[src/rtl/irq_edge_latch.sv]
// Per-line interrupt edge latch: edge-mode lines latch rising edges until acked,
// level-mode lines pass through. CV32E41S_IRQ_SYNC_EN adds a 2-flop input synchronizer.
module irq_edge_latch #(
  parameter int unsigned OVF_CNT_W = 8,
  parameter logic [31:0] IRQ_MASK  = 32'hFFFF_0888
) (
  input  logic                 clk,
  input  logic                 rst_n,
  input  logic [31:0]          irq_raw_i,
  input  logic [31:0]          trig_edge_i,
  input  logic                 irq_ack_i,
  input  logic [4:0]           irq_ack_id_i,
  input  logic                 ovf_clr_i,
  output logic [31:0]          irq_o,
  output logic [31:0]          edge_pend_o,
  output logic [OVF_CNT_W-1:0] ovf_cnt_o
);

  logic [31:0]          w_s;
  logic [31:0]          w_edge;
  logic [31:0]          w_ack_hit;
  logic [31:0]          w_pend_nxt;
  logic [31:0]          w_lost;
  logic [31:0]          r_prev;
  logic [31:0]          r_edge_pend;
  logic [OVF_CNT_W-1:0] r_ovf_cnt;

`ifdef CV32E41S_IRQ_SYNC_EN
  logic [31:0] r_sync_meta;
  logic [31:0] r_sync;

  always_ff @(posedge clk or negedge rst_n) begin
    if (!rst_n) begin
      r_sync_meta <= '0;
      r_sync      <= '0;
    end else begin
      r_sync_meta <= irq_raw_i;
      r_sync      <= r_sync_meta;
    end
  end

  assign w_s = r_sync;
`else
  // Gated by reset so level lines cannot reach irq_o while the block is held in reset.
  assign w_s = irq_raw_i & {32{rst_n}};
`endif

  assign w_edge    = w_s & ~r_prev & trig_edge_i & IRQ_MASK;
  assign w_ack_hit = {32{irq_ack_i}} & (32'd1 << irq_ack_id_i) & trig_edge_i & IRQ_MASK;

  // A fresh edge beats a same-cycle ack; an edge onto a pending, un-acked line is lost.
  assign w_pend_nxt = trig_edge_i & (w_edge | (r_edge_pend & ~w_ack_hit));
  assign w_lost     = w_edge & r_edge_pend & ~w_ack_hit;

  always_ff @(posedge clk or negedge rst_n) begin
    if (!rst_n) begin
      r_prev      <= '0;
      r_edge_pend <= '0;
    end else begin
      r_prev      <= w_s;
      r_edge_pend <= w_pend_nxt;
    end
  end

  always_ff @(posedge clk or negedge rst_n) begin
    if (!rst_n) begin
      r_ovf_cnt <= '0;
    end else if (ovf_clr_i) begin
      r_ovf_cnt <= '0;
    end else if ((|w_lost) && (r_ovf_cnt != {OVF_CNT_W{1'b1}})) begin
      r_ovf_cnt <= r_ovf_cnt + OVF_CNT_W'(1);
    end
  end

  assign irq_o       = IRQ_MASK & ((trig_edge_i & r_edge_pend) | (~trig_edge_i & w_s));
  assign edge_pend_o = r_edge_pend;
  assign ovf_cnt_o   = r_ovf_cnt;

endmodule

[config.mk]
export PLATFORM = sky130hd
export DESIGN_NAME = irq_edge_latch
export DESIGN_NICKNAME = d
export VERILOG_FILES = /design/src/rtl/irq_edge_latch.sv
export SDC_FILE = /design/constraint.sdc
export NUM_CORES = 1
export LEC_CHECK = 0
export ABC_AREA = 0
export BUFFER_PORTS_ARGS = -buffer_cell sky130_fd_sc_hd__buf_4
export CAP_MARGIN = 15
export CORE_MARGIN = 3
export CORE_UTILIZATION = 48
export CTS_BUF_LIST = sky130_fd_sc_hd__clkbuf_4
export DETAILED_ROUTE_END_ITERATION = 10
export HOLD_SLACK_MARGIN = 0.12
export PLACE_DENSITY_LB_ADDON = 0.05
export SLEW_MARGIN = 0
export SYNTH_ARGS = -nofsm -noshare
export SYNTH_HDL_FRONTEND = slang
export SYNTH_SLANG_ARGS = --single-unit
[constraint.sdc]
create_clock -name clk -period 2.6 [get_ports clk]
set_input_delay 0.26 -clock clk [delete_from_list [all_inputs] [get_ports clk]]
set_output_delay 0.26 -clock clk [all_outputs]
set_load 0.02 [all_outputs]
======== Word level (Yosys, flattened, before mapping) ========
Cells that the tools add are included.
storage, ports and cells
  bits of input ports ..................... 73
  logic and storage cells ................. 27
  output and inout port bits .............. 72
  bits in registers ....................... 72
cells by class
  reductions and logical operators ........ 3
  equal/unequal tests ..................... 1
  bitwise logic cells ..................... 16
  shift operators ......................... 1
  mux-type cells .......................... 2
  $add $sub $neg .......................... 1
operators by type and width
  kind                                               number
  AND 32 bit                                         11
  NOT 32 bit                                         3
  OR 32 bit                                          2
  OR reduction 32 bit                                1
  left shift 1 x 5 -> 32 bit (first input constant)  1
  2-to-1 mux 8 bit                                   2
  adder 8 x 1 -> 8 bit (second input constant)       1
  != test 8 bit (second input constant)              1
  nonzero test 2 bit                                 1
  logical AND 1 bit                                  1

======== Logic depth before layout (Yosys ltp) ========
  depth in word-level cells ............... 9
  depth in mapped cells ................... 8
  depth with buffers taken out ............ 7

======== Least setup slack after synthesis ========
OpenSTA, ideal clock, no wires.
  path kind ............................... input to register
  start ................................... input port irq_ack_id_i[2]
  end ..................................... register r_ovf_cnt[3] (netlist: ovf_cnt_o[3])
  stages .................................. 8
  data arrival time ....................... 2.236 ns
  required time ........................... 2.472 ns
  path slack .............................. 0.237 ns
  path buffers ............................ 1
  cells stage by stage .................... buf_6 nand3b_4 o31a_1 and3_1 or4_4 nor4_4 nor4b_1 mux2_1
between the ends
  word-level cells in the longest chain between the ends .. 8
ends and longest elaborated chain
  what                                 line  RTL
  start, declared                      12    input logic [4:0] irq_ack_id_i,
  left shift 1 x 5 -> 32 bit           49    assign w_ack_hit = {32{irq_ack_i}} & (32'd1 << irq_ack_id_i) & trig_edge_i & IRQ_MASK;
  AND 32 bit (2 in series)             49
  NOT 32 bit                           53    assign w_lost = w_edge & r_edge_pend & ~w_ack_hit;
  AND 32 bit                           53
  OR reduction 32 bit                  70    end else if ((|w_lost) && (r_ovf_cnt != {OVF_CNT_W{1'b1}})) begin
  logical AND 1 bit                    70
  nonzero test 2 bit (no source line)  -
  end signal, assigned                 71    r_ovf_cnt <= r_ovf_cnt + OVF_CNT_W'(1);
  end, declared                        26    logic [OVF_CNT_W-1:0] r_ovf_cnt;
Every way passes these cells.
A chain may end at the register's enable or synchronous reset.

======== Worst setup path after layout ========
  start ................................... input port rst_n
  end ..................................... register r_ovf_cnt[4] (netlist: ovf_cnt_o[4])
between the ends
  word-level cells in the longest chain between the ends .. 8
ends and longest elaborated chain
  what                                 line  RTL
  start, declared                      8     input logic rst_n,
  AND 32 bit                           45    assign w_s = irq_raw_i & {32{rst_n}};
  AND 32 bit (2 in series)             48    assign w_edge = w_s & ~r_prev & trig_edge_i & IRQ_MASK;
  AND 32 bit (2 in series)             53
  OR reduction 32 bit                  70
  logical AND 1 bit                    70
  nonzero test 2 bit (no source line)  -
Every way passes these cells.

==> results.toml <==
[drt]
routed_wirelength_um = 9200
drc = 0
drt.antenna.violating_nets = 0
first_pass_iters = 5
route.vias.total = 3082
routed_wire_length_per_instance_um = 15.7
1st_iter_drt_viols = 163
routed_via_density = 5.25

[power]
power.density_mw_per_mm2 = 431
peakVddDrop_mv = 0.414
power.leakage_uw = 0.00237

[logic_synthesis]
synth_area_sq_mm = 0.00296
synth_area_leaders = "sky130_fd_sc_hd__dfrtp_1 50%, sky130_fd_sc_hd__o21ai_0 7.6%, sky130_fd_sc_hd__nand2_1 6.2%"
synth_top_area_share_pct = 49.8
synth-warning-count = 0
synthFlopType = "sky130_fd_sc_hd__dfrtp_1"
synth-async-reset-ratio_pct = 100
syn-mean-instance-area_sq_um = 9.29
synth-seq-cells = 59
synth.lib_cells_used.distinct = 42
synth_edf_count = 0
synth.largest_area_cell = "sky130_fd_sc_hd__dfrtp_1"
seq_area_frac_synth_pct = 49.8
syn-instance-count = 319

[place]
number_of_buffers_added_on_ports = 118
gpl.final_weighted_congestion = 0.847
post-dp-hpwl_um = 6070

[sta]
slew_violations = 0
rsz0062_at_grt = "no"
fmaxAchievable_ghz = 0.428
holdWs_ns = 0.234
min_period_ns = 2.34
setup_viol = 0
finalClockSkew_ns = 0.0135
hold_viol = 0
fin_crit_sh_pct = 90.0
final_layout_setup_total_negative_slack_ns = 0

[die]
die_y_um = 84.6
start_util_pct = 51.6
io_pins = 145
placement_rows = 27
floorplan.die_area_sq_mm = 0.00715
die_span_x_um = 84.6
core_sq_mm = 0.00574

[setup_path]
critical_path.cell_chain = "dlymetal6s4s_1 -> buf_12 -> buf_4 -> nand2_1 -> nor2_1 -> and3_1 -> or4_4 -> nor4_4 -> buf_4 -> nor3_1 -> mux2_1"
worst_ep_arrival_time_ns = 2.61
startpoint_type = "primary input"
worst_path_max_delay_cell = "sky130_fd_sc_hd__or4_4"
cp_data_required_time_ns = 2.87
timing.critical_path.fanout_max = 14
endpoint_kind = "flip-flop"
timing.setup.critical_path_class = "primary input to flip-flop"
cp_common_cell = "sky130_fd_sc_hd__buf_4"
biggest_cell_delay_along_the_critical_path_ns = 0.53

[global_routing]
initial_antenna_violation_count = 0
grt_first_pass_wirelength_um = 14200
global_route.usage.met3_pct = 6.97
grt_start_max_net_pins = 28
grt.total_usage_pct = 24.7
global_route.usage.met1_pct = 29.0
grt-busiest-layer = "met2"
vias_in_the_first_global_route = 3061
grtUsageMet2_pct = 43.8
gr-total-overflow = 0

[clock_tree]
cts_made_buffers = 9
ctsHtreeMaxLevel = 3
clkTransAtPathRegs_ns = 0.09
clockRootBuffer = "sky130_fd_sc_hd__clkbuf_4"
cts_buffer_depth = 2
clock_tree_from_tritoncts = "built"
insertion_delay_ns = 0.39
number_of_sinks_on_the_clock_net = 59

[worst_hold_path]
min_path_type = "primary input to asynchronous set/reset pin"

[cells_and_area]
area.growth.synth_to_final_pct = 57.5
most_common_cell_after_layout_fill_and_taps_aside = "sky130_fd_sc_hd__buf_4"
sequential_area_sq_mm = 0.00148
n_antenna_cell = 0
number_of_nets_in_the_layout = 586
final_cell_mix = "130 x sky130_fd_sc_hd__buf_4, 59 x sky130_fd_sc_hd__dfrtp_1, 57 x sky130_fd_sc_hd__dlygate4sd3_1"
footprint_of_the_multi_input_gates_sq_mm = 0.00132
layout.filler_cells = 384
final_layout_size_suffix_gt1_share_pct = 29.5

[outcome]
run_status = "complete, no violations"

[flow_run]
drv_cap = 0
## critical path: cells and delay by family
| kind | cells | cell delay (ns) |
|---|---|---|
| AND/OR/NAND/NOR | 6 | 1.17 |
| buffers and inverters | 4 | 0.84 |
| multiplexers | 1 | 0.32 |
## power breakdown
part	internal [uW]	switching (uW)	total (uW)
Clock	191	316	507
Combinational	257	265	521
Sequential	956	28.1	984
Total	1400	609	2010
## final timing paths
check / slack [ns] / startpoint / cells past startpoint / endpoint
min in group clk: 0.27 / irq_ack_id_i[3] / 4 / edge_pend_o[3]
max in group asynchronous: 1.55 / rst_n / 3 / r_prev[22]
hold / removal: 0.23 / rst_n / 3 / edge_pend_o[17]
setup reg to reg: 0.40 / r_prev[26] / 8 / ovf_cnt_o[3]
hold reg to reg: 0.49 / edge_pend_o[5] / 1 / edge_pend_o[5]
setup / recovery: 0.26 / rst_n / 11 / ovf_cnt_o[4]
## Yosys cell counts (all sizes together) (4+ instances only)
cell type	n
dfrtp	59
nand2	49
o21ai	46
inv	23
and2	19
buf	16
nor2	16
nand3b	15
a21boi	12
o22ai	11
clkbuf	4
mux2	4
nand3	4
nor4b	4
## layout make-up
class	instances	share of cell area, %
clock inverter	4	0.429
inverter	23	1.85
tap	72	1.93
timing repair buffer	190	34.4
multi-input combinational	229	28.2
clock buffer	10	1.61
sequential	59	31.6
## state kept, by name, indices dropped and copies added (netlist names)
name and cells:
r_prev 19, edge_pend_o 32, ovf_cnt_o 8
## per-stage QoR
stage	total power, uW	setup WS, ns	std cells	utilization [%]	area, sq um
final	2010	0.261	587	81.3	4670
after global routing	2110	0.159	587	81.3	4670
after CTS	2000	0.0323	581	79.7	4580
after detailed placement	1430	0.0787	513	68.6	3940
after global placement	1420	0.113	513	68.6	3940
after floorplan	1220	0.237	331	-	3010
## per-layer routing
layer  vias to the layer above  wire length, um
met3                        11              597
met1                      1476             3660
li1                       1473                -
met5                         -                0
met2                       122             4830
met4                         0              121
## what timing repair did
item | in CTS | in global routing
hold buffers | 54 | 4
endpoints found under the hold margin | 84 | 9
resized for setup | 0 | 5
buffers inserted | 0 | 1
setup endpoints to repair | 0 | 6
## cell families (layout without fill, tap and decap cells)
logic type      after synthesis  count (layout)  synth area share [%]
flops                        59              59                  49.8
fa+ha+maj                     1               1                 0.422
other cells                   1              13                 0.127
simple gates                126             126                  23.3
buf+inv                      43             227                  7.43
mux                           5               5                  1.86
compound gates               84              84                  17.1
Note: power is estimated with default switching activity, not from simulation.
